[src/rtl/wam_hit_scorer_pkg.sv]
// wam_pkg: shared types, sizes and helpers for the whack-a-mole scorer.
// Holds the FSM state enum, hole/counter sizes and point presets.
package wam_pkg;
    localparam int NUM_HOLES = 9;
    localparam int CNT_W     = 6;
    localparam int IDX_W     = 4;

    localparam logic [CNT_W-1:0] NORMAL_POINTS   = 6'd25;
    localparam logic [CNT_W-1:0] EXTENDED_POINTS = 6'd50;

    typedef enum logic [1:0] {
        ST_IDLE  = 2'd0,
        ST_ARMED = 2'd1,
        ST_OVER  = 2'd2
    } wam_state_e;

    function automatic logic [CNT_W-1:0] sat_inc(
        input logic [CNT_W-1:0] q,
        input logic             inc
    );
        if (inc && (q != '1)) return q + 1'b1;
        return q;
    endfunction
endpackage

[src/rtl/wam_hit_scorer_if.sv]
// wam_hit_scorer_if: light/key event inputs, game config and score outputs.
// master = controllers/display side, slave = the scorer.
interface wam_hit_scorer_if;
    import wam_pkg::*;

    logic                 light_valid;
    logic [IDX_W-1:0]     light_idx;
    logic                 light_off;
    logic                 key_valid;
    logic [IDX_W-1:0]     key_idx;
    logic [CNT_W-1:0]     total_points;
    logic                 deathmatch;
    logic [NUM_HOLES-1:0] mole_lit;
    logic                 hit;
    logic                 miss;
    logic [CNT_W-1:0]     score;
    logic [CNT_W-1:0]     misses;
    logic                 game_over;
    logic                 win;

    modport master (
        output light_valid, light_idx, light_off,
        output key_valid, key_idx,
        output total_points, deathmatch,
        input  mole_lit, hit, miss, score, misses,
        input  game_over, win
    );

    modport slave (
        input  light_valid, light_idx, light_off,
        input  key_valid, key_idx,
        input  total_points, deathmatch,
        output mole_lit, hit, miss, score, misses,
        output game_over, win
    );
endinterface

[src/rtl/wam_hit_scorer_sat_counter.sv]
// wam_sat_counter: W-bit up counter that sticks at all-ones.
// Ports: clk, rst_n (async low), i_inc, i_clr, o_q.
module wam_sat_counter
    import wam_pkg::*;
#(
    parameter int W = CNT_W
) (
    input  logic         clk,
    input  logic         rst_n,
    input  logic         i_inc,
    input  logic         i_clr,
    output logic [W-1:0] o_q
);
    logic [W-1:0] r_q;

    always_ff @(posedge clk or negedge rst_n) begin
        if (!rst_n) begin
            r_q <= '0;
        end else if (i_clr) begin
            r_q <= '0;
        end else if (i_inc && (r_q != '1)) begin
            r_q <= r_q + 1'b1;
        end
    end

    assign o_q = r_q;
endmodule

[src/rtl/wam_hit_scorer.sv]
// wam_hit_scorer: judges hit/miss per lit mole, keeps score, ends game.
// Ports: CLOCK_50, resetn (async low), bus (wam_hit_scorer_if.slave).
// Option: WAM_STRAY_PENALTY_EN makes stray key presses count as misses.
module wam_hit_scorer
    import wam_pkg::*;
(
    input  logic              CLOCK_50,
    input  logic              resetn,
    wam_hit_scorer_if.slave   bus
);
`ifdef WAM_STRAY_PENALTY_EN
    localparam logic STRAY_EN = 1'b1;
`else
    localparam logic STRAY_EN = 1'b0;
`endif

    wam_state_e           r_state;
    wam_state_e           w_state_nx;
    logic [IDX_W-1:0]     r_idx;
    logic [IDX_W-1:0]     w_idx_nx;
    logic [CNT_W-1:0]     r_total;
    logic                 r_dm;
    logic [NUM_HOLES-1:0] r_mole_lit;
    logic                 r_hit;
    logic                 r_miss;
    logic                 r_over;
    logic                 r_win;

    logic [CNT_W-1:0]     w_score;
    logic [CNT_W-1:0]     w_misses;
    logic [CNT_W-1:0]     w_flicks;
    logic [CNT_W-1:0]     w_score_nx;
    logic [CNT_W-1:0]     w_miss_nx;
    logic [CNT_W:0]       w_res_sum;

    logic w_lv_ok;
    logic w_key_hit;
    logic w_flick_inc;
    logic w_hit_ev;
    logic w_res_miss;
    logic w_stray;
    logic w_miss_ev;
    logic w_res_ev;
    logic w_end;
    logic w_win_calc;
    logic w_capture;

    logic [NUM_HOLES-1:0] w_mole_nx;
    logic                 w_win_nx;

    assign w_lv_ok   = bus.light_valid &&
                       (bus.light_idx < IDX_W'(NUM_HOLES));
    assign w_key_hit = bus.key_valid &&
                       (bus.key_idx == r_idx);

    always_comb begin
        w_flick_inc = 1'b0;
        w_hit_ev    = 1'b0;
        w_res_miss  = 1'b0;
        w_stray     = 1'b0;
        unique case (r_state)
            ST_IDLE: begin
                w_flick_inc = w_lv_ok;
                w_stray     = STRAY_EN && bus.key_valid &&
                              (w_flicks != '0);
            end
            ST_ARMED: begin
                w_flick_inc = w_lv_ok;
                w_hit_ev    = w_key_hit;
                // A new light also retires the old mole, unless hit now.
                w_res_miss  = !w_key_hit &&
                              (bus.light_off || w_lv_ok);
                w_stray     = STRAY_EN && bus.key_valid &&
                              !w_key_hit;
            end
            default: ;
        endcase
    end

    assign w_miss_ev  = w_res_miss || w_stray;
    assign w_res_ev   = w_hit_ev || w_res_miss;
    assign w_score_nx = sat_inc(w_score, w_hit_ev);
    assign w_miss_nx  = sat_inc(w_misses, w_miss_ev);
    assign w_capture  = (r_state == ST_IDLE) && w_lv_ok &&
                        (w_flicks == '0);

`ifdef WAM_STRAY_PENALTY_EN
    // Strays inflate misses, so resolutions are tracked separately.
    logic [CNT_W-1:0] w_res;

    wam_sat_counter u_res (
        .clk   (CLOCK_50),
        .rst_n (resetn),
        .i_inc (w_res_ev),
        .i_clr (1'b0),
        .o_q   (w_res)
    );

    assign w_res_sum = {1'b0, sat_inc(w_res, w_res_ev)};
`else
    assign w_res_sum = {1'b0, w_score_nx} + {1'b0, w_miss_nx};
`endif

    assign w_end = (w_res_ev && (w_res_sum == {1'b0, r_total})) ||
                   (r_dm && w_miss_ev);

    assign w_win_calc = r_dm ? (w_miss_nx == '0) :
                        ({w_score_nx, 1'b0} >= {1'b0, r_total});

    wam_sat_counter u_score (
        .clk   (CLOCK_50),
        .rst_n (resetn),
        .i_inc (w_hit_ev),
        .i_clr (1'b0),
        .o_q   (w_score)
    );

    wam_sat_counter u_misses (
        .clk   (CLOCK_50),
        .rst_n (resetn),
        .i_inc (w_miss_ev),
        .i_clr (1'b0),
        .o_q   (w_misses)
    );

    wam_sat_counter u_flicks (
        .clk   (CLOCK_50),
        .rst_n (resetn),
        .i_inc (w_flick_inc && !w_end),
        .i_clr (1'b0),
        .o_q   (w_flicks)
    );

    always_ff @(posedge CLOCK_50 or negedge resetn) begin
        if (!resetn) begin
            r_state <= ST_IDLE;
        end else begin
            r_state <= w_state_nx;
        end
    end

    always_comb begin
        w_state_nx = r_state;
        unique case (r_state)
            ST_IDLE: begin
                if (w_end)        w_state_nx = ST_OVER;
                else if (w_lv_ok) w_state_nx = ST_ARMED;
            end
            ST_ARMED: begin
                if (w_end)         w_state_nx = ST_OVER;
                else if (w_lv_ok)  w_state_nx = ST_ARMED;
                else if (w_res_ev) w_state_nx = ST_IDLE;
            end
            ST_OVER:  w_state_nx = ST_OVER;
            default:  w_state_nx = ST_IDLE;
        endcase
    end

    always_comb begin
        w_idx_nx  = w_flick_inc ? bus.light_idx : r_idx;
        w_mole_nx = '0;
        if (w_state_nx == ST_ARMED) begin
            w_mole_nx = {{(NUM_HOLES-1){1'b0}}, 1'b1} << w_idx_nx;
        end
        w_win_nx = 1'b0;
        if (r_state == ST_OVER) w_win_nx = r_win;
        else if (w_end)         w_win_nx = w_win_calc;
    end

    always_ff @(posedge CLOCK_50 or negedge resetn) begin
        if (!resetn) begin
            r_idx      <= '0;
            r_total    <= '0;
            r_dm       <= 1'b0;
            r_mole_lit <= '0;
            r_hit      <= 1'b0;
            r_miss     <= 1'b0;
            r_over     <= 1'b0;
            r_win      <= 1'b0;
        end else begin
            r_idx      <= w_idx_nx;
            r_mole_lit <= w_mole_nx;
            r_hit      <= w_hit_ev;
            r_miss     <= w_miss_ev;
            r_over     <= (w_state_nx == ST_OVER);
            r_win      <= w_win_nx;
            if (w_capture) begin
                r_total <= bus.total_points;
                r_dm    <= bus.deathmatch;
            end
        end
    end

    assign bus.mole_lit  = r_mole_lit;
    assign bus.hit       = r_hit;
    assign bus.miss      = r_miss;
    assign bus.score     = w_score;
    assign bus.misses    = w_misses;
    assign bus.game_over = r_over;
    assign bus.win       = r_win;
endmodule
[src/flat_wrapper.sv]
// flat-port wrapper written by rule: the top's interface ports become plain ports
module wam_hit_scorer_flat import wam_pkg::*;
  (CLOCK_50, resetn, bus_light_valid, bus_light_idx, bus_light_off, bus_key_valid, bus_key_idx, bus_total_points, bus_deathmatch, bus_mole_lit, bus_hit, bus_miss, bus_score, bus_misses, bus_game_over, bus_win);
  wam_hit_scorer_if bus_i ();
  input  logic CLOCK_50;
  input  logic resetn;
  input wire logic [$bits(bus_i.light_valid)-1:0] bus_light_valid;
  input wire logic [$bits(bus_i.light_idx)-1:0] bus_light_idx;
  input wire logic [$bits(bus_i.light_off)-1:0] bus_light_off;
  input wire logic [$bits(bus_i.key_valid)-1:0] bus_key_valid;
  input wire logic [$bits(bus_i.key_idx)-1:0] bus_key_idx;
  input wire logic [$bits(bus_i.total_points)-1:0] bus_total_points;
  input wire logic [$bits(bus_i.deathmatch)-1:0] bus_deathmatch;
  output wire logic [$bits(bus_i.mole_lit)-1:0] bus_mole_lit;
  output wire logic [$bits(bus_i.hit)-1:0] bus_hit;
  output wire logic [$bits(bus_i.miss)-1:0] bus_miss;
  output wire logic [$bits(bus_i.score)-1:0] bus_score;
  output wire logic [$bits(bus_i.misses)-1:0] bus_misses;
  output wire logic [$bits(bus_i.game_over)-1:0] bus_game_over;
  output wire logic [$bits(bus_i.win)-1:0] bus_win;
  assign bus_i.light_valid = bus_light_valid;
  assign bus_i.light_idx = bus_light_idx;
  assign bus_i.light_off = bus_light_off;
  assign bus_i.key_valid = bus_key_valid;
  assign bus_i.key_idx = bus_key_idx;
  assign bus_i.total_points = bus_total_points;
  assign bus_i.deathmatch = bus_deathmatch;
  assign bus_mole_lit = bus_i.mole_lit;
  assign bus_hit = bus_i.hit;
  assign bus_miss = bus_i.miss;
  assign bus_score = bus_i.score;
  assign bus_misses = bus_i.misses;
  assign bus_game_over = bus_i.game_over;
  assign bus_win = bus_i.win;
  wam_hit_scorer u_core (.CLOCK_50(CLOCK_50), .resetn(resetn), .bus(bus_i));
endmodule
[config.mk]
export PLATFORM = sky130hd
export DESIGN_NAME = wam_hit_scorer_flat
export DESIGN_NICKNAME = d
export VERILOG_FILES = /design/src/rtl/wam_hit_scorer_pkg.sv /design/src/rtl/wam_hit_scorer_if.sv /design/src/rtl/wam_hit_scorer_sat_counter.sv /design/src/rtl/wam_hit_scorer.sv /design/src/flat_wrapper.sv
export SDC_FILE = /design/constraint.sdc
export NUM_CORES = 1
export LEC_CHECK = 0
export BUFFER_PORTS_ARGS = -buffer_cell sky130_fd_sc_hd__buf_4
export CAP_MARGIN = 20
export CORE_ASPECT_RATIO = 2
export CORE_MARGIN = 10
export CORE_UTILIZATION = 48
export DETAILED_ROUTE_END_ITERATION = 16
export GPL_ROUTABILITY_DRIVEN = 1
export PLACE_DENSITY = 0.84
export SKIP_LAST_GASP = 1
export SYNTH_ARGS = -nofsm -noshare
export SYNTH_HDL_FRONTEND = slang
export SYNTH_SLANG_ARGS = --single-unit
[constraint.sdc]
create_clock -name CLOCK_50 -period 3.7 [get_ports CLOCK_50]
set_input_delay 0 -clock CLOCK_50 [delete_from_list [all_inputs] [get_ports CLOCK_50]]
set_output_delay 0 -clock CLOCK_50 [all_outputs]
set_load 0.05 [all_outputs]
==> metrics.md, run 1 <==
| Metric | Value |
|---|---|
| First-pass GRT wire length | `10,400 um` |
| Synth top area share | `44.5%` |
| #FFs+latches synth | `44` |
| Crit path max fanout | `6` |
| Synth-to-Final Area Change | `38.3%` |
| Post-synthesis adder-cell area fraction | `8.39%` |
| Power per Cell Area | `702 mW/mm^2` |
| Final #Nets | `338` |
| Placed Area | `0.00297 mm^2` |
| Post-synthesis cell type count | `47` |
| Combinational group share of total power | `55.5%` |
| Simple-Gate Fraction of Synth Area | `16.5%` |
| Post-synthesis compound-gate area fraction | `10.1%` |
| CTS tree | `built` |
| DR vias | `2,043` |
| Worst-case reg-to-reg path depth | `14` |
| Post-synthesis mux area share | `6.22%` |
| Synthesized Nets | `258` |
| Worst R2R End | `u_core.bus.mole_lit[7]$_DFF_PN0_` |
| Flop-to-flop setup slack | `0.04 ns` |
| GRT Total Usage | `14.6%` |
| Overflow after GRT | `0` |
| Top_reg_cell synth | `dfrtp_1` |
| Final Cycle Share | `98.9%` |
| Worst Skew | `0.0107 ns` |
| Die W | `70.8 um` |
| Die area | `0.00860 mm^2` |
| Routed WL | `6670 um` |
| Switching Fraction | `44.4%` |
| Xor/xnor share of the synthesized area | `11.7%` |
| Clk sink count | `44` |
| Leakage | `0.00165 uW` |
| Hold crit path type | `in2reg` |
| I/O pin count | `45` |
| Chip Height | `122 um` |
| P_sw | `1070 uW` |
| DPL Wire Length | `4760 um` |
| Critical Path RT | `3.92 ns` |
| GPL Wtd Cong | `0.822` |
| Vias in the first global route | `2,173` |
| Worst Setup Start Kind | `flip-flop` |
| Peak VDD IR | `0.000408 V` |
| EDFF count, synth | `0` |
| Diodes inserted | `0` |
| Hold path endpoint | `u_core.r_idx[0]$_DFF_PN0_` |
| Post-DRT Antenna Nets | `0` |
| Wire per inst | `18.5 um` |
| Leading area contributor after synthesis | `dfrtp_1` |
| Nature of the critical path endpoint | `flip-flop` |
| Port Buf Inserts | `44` |
| Sequential share of the synthesized area | `44.5%` |
| Status | `completed` |
| Core area | `0.00509 mm^2` |
| Fin crit period | `3.66 ns` |
| Fin. max-slew vios | `0` |
| Gate Count Post-Synth | `222` |
| Internal power | `1330 uW` |
| Hold-critical path depth | `3` |
| Asr flop ratio synth | `100%` |
| Clk pin slew, worst setup/hold paths | `0.09 ns` |
| Max clock buf depth | `2` |
| H-tree lvl count | `2` |
| Largest net degree at the start of global routing | `45` |
| Hold Slack | `0.0473 ns` |
| Via/cell ratio | `5.66` |
| Clk network pwr share | `12.9%` |
| Synthesized cell area | `0.00247 mm^2` |
| Start of the worst register-to-register path | `u_core.r_idx[3]$_DFF_PN0_` |
| Fmax achieved | `273 MHz` |
| Starting DRT DRC Count | `117` |
| CTS root buffer | `clkbuf_8` |
| Flop pwr share | `31.6%` |
| Hold_sp | `bus_light_idx[0]` |
| Ys Warns | `0` |
| Row cnt | `37` |
| Initial Util | `48.6%` |
| Final hold vios | `0` |
| Drt first pass iters | `4` |
| Largest family of logic cells by synthesized area | `simple AND/OR/NAND/NOR gates` |
| Layout fillers | `369` |
| Syn Area/Cell | `11.1 um^2` |
| Share of layout cells above drive strength 1 | `41.9%` |
| Drc violations | `0` |
| Max Cap Violations | `0` |
| Clock Latency Late Sink | `0.30 ns` |
| Initial antenna violation count | `0` |
| WP data arrival | `3.88 ns` |
| Least-Margin Pin Slew | `0.533 ns` |
| Final Power | `2400 uW` |
| Relative slew slack | `63.4%` |
| Setup violators final | `0` |
| WS Path Type | `reg2reg` |
| Design area | `0.00342 mm^2` |
| Num CTS Buffers | `5` |
| Synth area leaders | `dfrtp_1 44%, ha_1 7.6%, xnor2_1 6.7%` |
worst max-delay path: stages, from the launching register on:
cell       delay [ns]
dfrtp_1          0.42
xor2_2           0.20
nor3_4           0.29
and3_4           0.28
buf_6            0.13
nand4_1          0.18
xnor2_2          0.31
ha_4             0.26
xor2_2           0.15
xnor2_1          0.22
a2111oi_2        0.08
a22o_2           0.28
buf_4            0.15
or3_4            0.40
nor3_1           0.21
routing by layer:
metal  up-vias  share of wire (%)  GRT usage, %
met2        64                 57          28.5
met1      1017                 36          13.7
met3        16                4.6          3.25
met4         0                2.4          6.57
met5         -                  0             0
li1        946                  -             -
logic make-up (layout without fill, tap and decap cells):
| group | Yosys count | count (layout) |
|---|---|---|
| fa+ha+maj | 16 | 16 |
| compound gates | 32 | 32 |
| xor+xnor | 33 | 33 |
| mux | 14 | 14 |
| buf+inv | 15 | 96 |
| flops | 44 | 44 |
| simple gates | 68 | 68 |
area by class of cell:
| class | count | area, um^2 | share of cell area (%) |
|---|---|---|---|
| Clock buffer | 5 | 68.8 | 2.01 |
| Clock inverter | 3 | 23.8 | 0.695 |
| Inverter | 12 | 45.0 | 1.32 |
| Multi-Input combinational cell | 163 | 1510 | 44.1 |
| Sequential cell | 44 | 1100 | 32.2 |
| Tap cell | 58 | 72.6 | 2.12 |
| Timing Repair Buffer | 76 | 599 | 17.5 |
cells in the mapped netlist, types with 4 or more instances:
| cell type | n |
|---|---|
| a31oi_1 | 5 |
| nor4_1 | 4 |
| dfrtp_1 | 44 |
| nor2_1 | 8 |
| xor2_1 | 14 |
| xnor2_1 | 19 |
| nand2_1 | 10 |
| nor3_1 | 12 |
| nor2b_1 | 4 |
| ha_1 | 15 |
| nand3_1 | 6 |
| inv_1 | 12 |
| nand4_1 | 4 |
| a21oi_1 | 8 |
| and3_1 | 7 |
| mux2_2 | 10 |
power by group through the flow:
stage / registers (uW) / clock network [uW] / logic, uW
after floorplan: 933 / 0 / 609
after global placement: 751 / 0 / 1120
after detailed placement: 761 / 0 / 1150
after CTS: 752 / 314 / 1220
after global routing: 780 / 334 / 1440
final: 759 / 309 / 1330
worst max-delay path by stage:
stage                                      startpoint                            endpoint  slack [ns]  cells after the start
floorplan           u_core.u_score.o_q[0]$_DFFE_PN0N_  u_core.u_flicks.o_q[1]$_DFFE_PN0P_        0.01                     14
global placement            u_core.r_idx[1]$_DFF_PN0_  u_core.u_flicks.o_q[1]$_DFFE_PN0P_        0.07                     15
detailed placement          u_core.r_idx[1]$_DFF_PN0_  u_core.u_flicks.o_q[1]$_DFFE_PN0P_       -0.08                     15
CTS                         u_core.r_idx[1]$_DFF_PN0_  u_core.u_flicks.o_q[1]$_DFFE_PN0P_      -0.001                     15
global route                u_core.r_idx[3]$_DFF_PN0_    u_core.bus.mole_lit[7]$_DFF_PN0_       -0.12                     14
finish                      u_core.r_idx[3]$_DFF_PN0_    u_core.bus.mole_lit[7]$_DFF_PN0_        0.04                     14
placed cells by master (no fill, tap or decap), drive strengths merged, types with 2 or more instances in the layout:
cell type / instances
a21o: 3
a21oi: 9
a31oi: 5
and3: 7
buf: 66
clkbuf: 5
clkinvlp: 2
dfrtp: 44
dlygate4sd3: 10
ha: 15
inv: 12
mux2: 11
mux2i: 3
nand2: 11
nand3: 6
nand4: 4
nor2: 8
nor2b: 4
nor3: 14
nor3b: 2
nor4: 4
nor4b: 2
o21ai: 4
or3: 3
xnor2: 19
xor2: 14
flip-flops by register name, indices dropped and copies added (netlist names):
signal                count
u_core.bus.mole_lit       9
u_core.r_total            6
u_core.u_flicks.o_q       6
u_core.u_misses.o_q       6
u_core.u_score.o_q        6
u_core.r_idx              4
u_core.r_state            2
u_core.bus.game_over      1
u_core.bus.hit            1
u_core.bus.miss           1
u_core.bus.win            1
u_core.r_dm               1
per-stage QoR:
step	worst slack (ns)	setup TNS, ns	instances	utilization, %
floorplan	0.0140	0	222	-
global placement	0.0711	0	336	58.4
detailed placement	-0.0814	-0.0858	336	58.4
CTS	-0.00107	-0.00107	357	63.9
global route	-0.117	-0.275	361	67.2
finish	0.0410	0	361	67.2
timing repair:
item | CTS | global route
hold buffers | 10 | 0
cloned | 0 | 0
endpoints found under the setup margin | 8 | 15
endpoints found under the hold margin | 53 | 0
setup buffers | 3 | 4
pin swaps | 4 | 21
resized for setup | 12 | 24
Power figures use the tool's default switching activity.
==> run 2, diff against run 1 <==
Settings changed: PLACE_DENSITY 0.84 to not set, PLACE_DENSITY_LB_ADDON set to 0.2, SYNTH_HIERARCHICAL set to 1.
==> run 2 against run 1 <==
  * Die area up 10%
  * Clock skew down 0.0048 ns
  * The run now ends with setup timing left
  * Highest routed layer unchanged
  * Final area up 20%
  * Worst hold slack better by 0.050 ns
  * Worst setup slack worse by 0.15 ns
  * Synthesized cell count up 29%
  * Core utilization up 4.9 points
  * Largest cell class unchanged
  * Clock power up 69%
  * Critical path depth unchanged
  * Wire length up 23%
  * Non-clock buffer count up 26
  * Sequential power down 37%
==> metrics.md, run 2 <==
| Metric | Value |
|---|---|
| Status | `finished with violations` |
| Failing checks | `setup timing` |
| CP endpoint | `u_core/u_flicks/o_q[5]$_DFFE_PN0P_` |
| Post-synth top cells | `44 x dfrtp_1, 19 x inv_1, 18 x nand2_1` |
| CP startpoint | `u_core/r_idx[0]$_DFF_PN0_` |
| Worst Skew | `0.00589 ns` |
| CTS root buffer | `clkbuf_16` |
| CTS tree | `built` |
| Final Cycle Share | `103%` |
| Fin crit period | `3.81 ns` |
| Multi-input gate area | `0.00188 mm^2` |
| Largest register FFs | `9` |
| Synthesized cell area | `0.00281 mm^2` |
| Most common cell after layout, fill and taps aside | `buf_4` |
| Nature of the critical path endpoint | `flip-flop` |
| Max clock buf depth | `2` |
| Leading area contributor after synthesis | `dfrtp_1` |
| Sequential share of the synthesized area | `39.2%` |
| Critical Path RT | `3.87 ns` |
| Relative slew slack | `58.0%` |
| Peak VDD IR | `0.000410 V` |
| Hold crit path type | `in2reg` |
| Final worst slack | `-0.110 ns` |
| WP data arrival | `3.98 ns` |
| Largest net degree at the start of global routing | `45` |
| Gate Count Post-Synth | `287` |
| Overflow after GRT | `0` |
| Clock Latency Late Sink | `0.29 ns` |
| Post-DRT Antenna Nets | `0` |
| Setup violators final | `19` |
| Synth area leaders | `dfrtp_1 39%, ha_1 7.1%, xnor2_1 4.7%` |
| H-tree lvl count | `2` |
| Share of layout cells above drive strength 1 | `38.3%` |
| Clk sink count | `44` |
| DPL Wire Length | `5910 um` |
| Asr flop ratio synth | `100%` |
| Worst R2R End | `u_core/u_flicks/o_q[5]$_DFFE_PN0P_` |
| Least-Margin Pin Slew | `0.613 ns` |
| Ys Warns | `6` |
| Chip Height | `128 um` |
| Clk pin slew, worst setup/hold paths | `0.06 ns` |
| GPL Wtd Cong | `0.890` |
| Start of the worst register-to-register path | `u_core/r_idx[0]$_DFF_PN0_` |
| Fin. max-slew vios | `0` |
| Starting DRT DRC Count | `130` |
| Crit path max fanout | `6` |
| Layout fillers | `434` |
| Wire per inst | `17.3 um` |
| Initial antenna violation count | `0` |
| Worst-case reg-to-reg path depth | `14` |
| Syn Area/Cell | `9.80 um^2` |
| Worst Setup Start Kind | `flip-flop` |
| Final hold vios | `0` |
| RSZ-0062 raised after global routing | `yes` |
| Power per Cell Area | `257 mW/mm^2` |
| Most frequent cells in the layout | `91 x buf_4, 35 x dfrtp_1, 21 x conb_1, 18 x nand2_1, 17 x inv_1` |
| Via/cell ratio | `5.84` |
| EDFF count, synth | `0` |
| #FFs+latches synth | `44` |
| Row cnt | `39` |
| Final #Nets | `449` |
| Initial Util | `49.2%` |
| Num CTS Buffers | `5` |
| Final Power | `1060 uW` |
| Final std cells w/o fill | `474` |
| First-pass GRT wire length | `13,900 um` |
| Post-synthesis cell type count | `46` |
| Dpl cells | `452` |
| Leakage | `0.00196 uW` |
| Drc violations | `0` |
| DR vias | `2,767` |
| Die area | `0.00950 mm^2` |
| Hold Slack | `0.0972 ns` |
| Max Cap Violations | `0` |
| Flop-to-flop setup slack | `-0.11 ns` |
| Vias in the first global route | `3,027` |
| Fmax achieved | `262 MHz` |
| GRT Total Usage | `18.0%` |
| Die W | `74.1 um` |
| Port Buf Inserts | `44` |
| Top_reg_cell synth | `dfrtp_1` |
| Diodes inserted | `0` |
| Register Area | `0.00111 mm^2` |
| Synth-to-Final Area Change | `46.4%` |
| Hold-critical path depth | `4` |
| Routed WL | `8200 um` |
| Drt first pass iters | `4` |
| Core area | `0.00571 mm^2` |
| I/O pin count | `45` |
| Count leader, synth | `dfrtp_1` |
| WS Path Type | `reg2reg` |
| Synth top area share | `39.2%` |
## run 2: critical path, stage by stage (launching register included)
cell	delay, ns
dfrtp_1	0.40
xor2_2	0.15
nor3_2	0.25
and3_1	0.23
buf_4	0.14
mux2_2	0.38
ha_1	0.30
a211oi_1	0.31
nor2_1	0.10
xnor2_1	0.14
or4_4	0.52
o31a_4	0.35
and4_4	0.18
a31oi_2	0.17
a211oi_1	0.06
## run 2: power by group
group,switching (uW),total [uW],internal [uW]
registers,0.0000000000000643,481,481
clock network,185,523,338
logic,27.5,53.9,26.4
total,212,1060,845
## run 2: what timing repair did
item                                    in CTS  in global routing
pin swaps                                   17                  6
gates cloned                                 2                  0
hold buffers                                 9                  0
endpoints found under the setup margin      19                 19
hold endpoints to repair                    52                  0
setup buffers                                2                  1
gates resized for setup                     13                 20
## run 2: cell type report
type	count	share of cell area (%)
inverters	19	1.73
multi-input cells	240	45.7
well taps	61	1.85
repair buffers	102	19.3
clock inverters	2	0.943
clock buffers	6	3.37
flip-flops and latches	44	27.0
## run 2: metal layers
| layer | track usage [%] | wire [um] |
|---|---|---|
| met5 | 0 | 0 |
| met4 | 7.50 | 223 |
| met3 | 2.95 | 264 |
| met2 | 34.4 | 4670 |
| met1 | 17.9 | 3040 |
## run 2: kinds of logic (layout without fill, tap and decap cells)
family / after synthesis / in the layout / share of synthesized area (%)
and+or+nand+nor: 100 / 100 / 19.8
buffers and inverters: 25 / 129 / 4.14
xor gates and xnor gates: 24 / 24 / 7.48
AOI/OAI and AO/OA: 64 / 66 / 16.8
DFF: 44 / 44 / 39.2
adders and majority gates: 17 / 17 / 7.83
muxes: 12 / 12 / 4.72
other: 1 / 21 / 0.133
## run 2: stage by stage
stage	setup WS, ns	instance area (um^2)	utilization [%]	setup TNS, ns
finish	-0.110	4120	72.1	-1.34
global route	-0.355	4120	72.1	-5.50
CTS	-0.104	4000	70.1	-0.935
detailed placement	-0.336	3620	63.4	-5.10
global placement	-0.252	3620	63.4	-3.75
floorplan	-0.373	2920	-	-4.08
## run 2: worst min-delay path by stage
stage                          start                                 end  slack (ns)
global placement              resetn  u_core/u_misses/o_q[5]$_DFFE_PN0P_        0.03
CTS                 bus_light_idx[2]           u_core/r_idx[2]$_DFF_PN0_        0.07
floorplan                     resetn      u_core/bus.game_over$_DFF_PN0_       -0.30
global route        bus_light_idx[2]           u_core/r_idx[2]$_DFF_PN0_        0.14
finish              bus_light_idx[2]           u_core/r_idx[2]$_DFF_PN0_         0.1
detailed placement            resetn  u_core/u_misses/o_q[5]$_DFFE_PN0P_        0.03
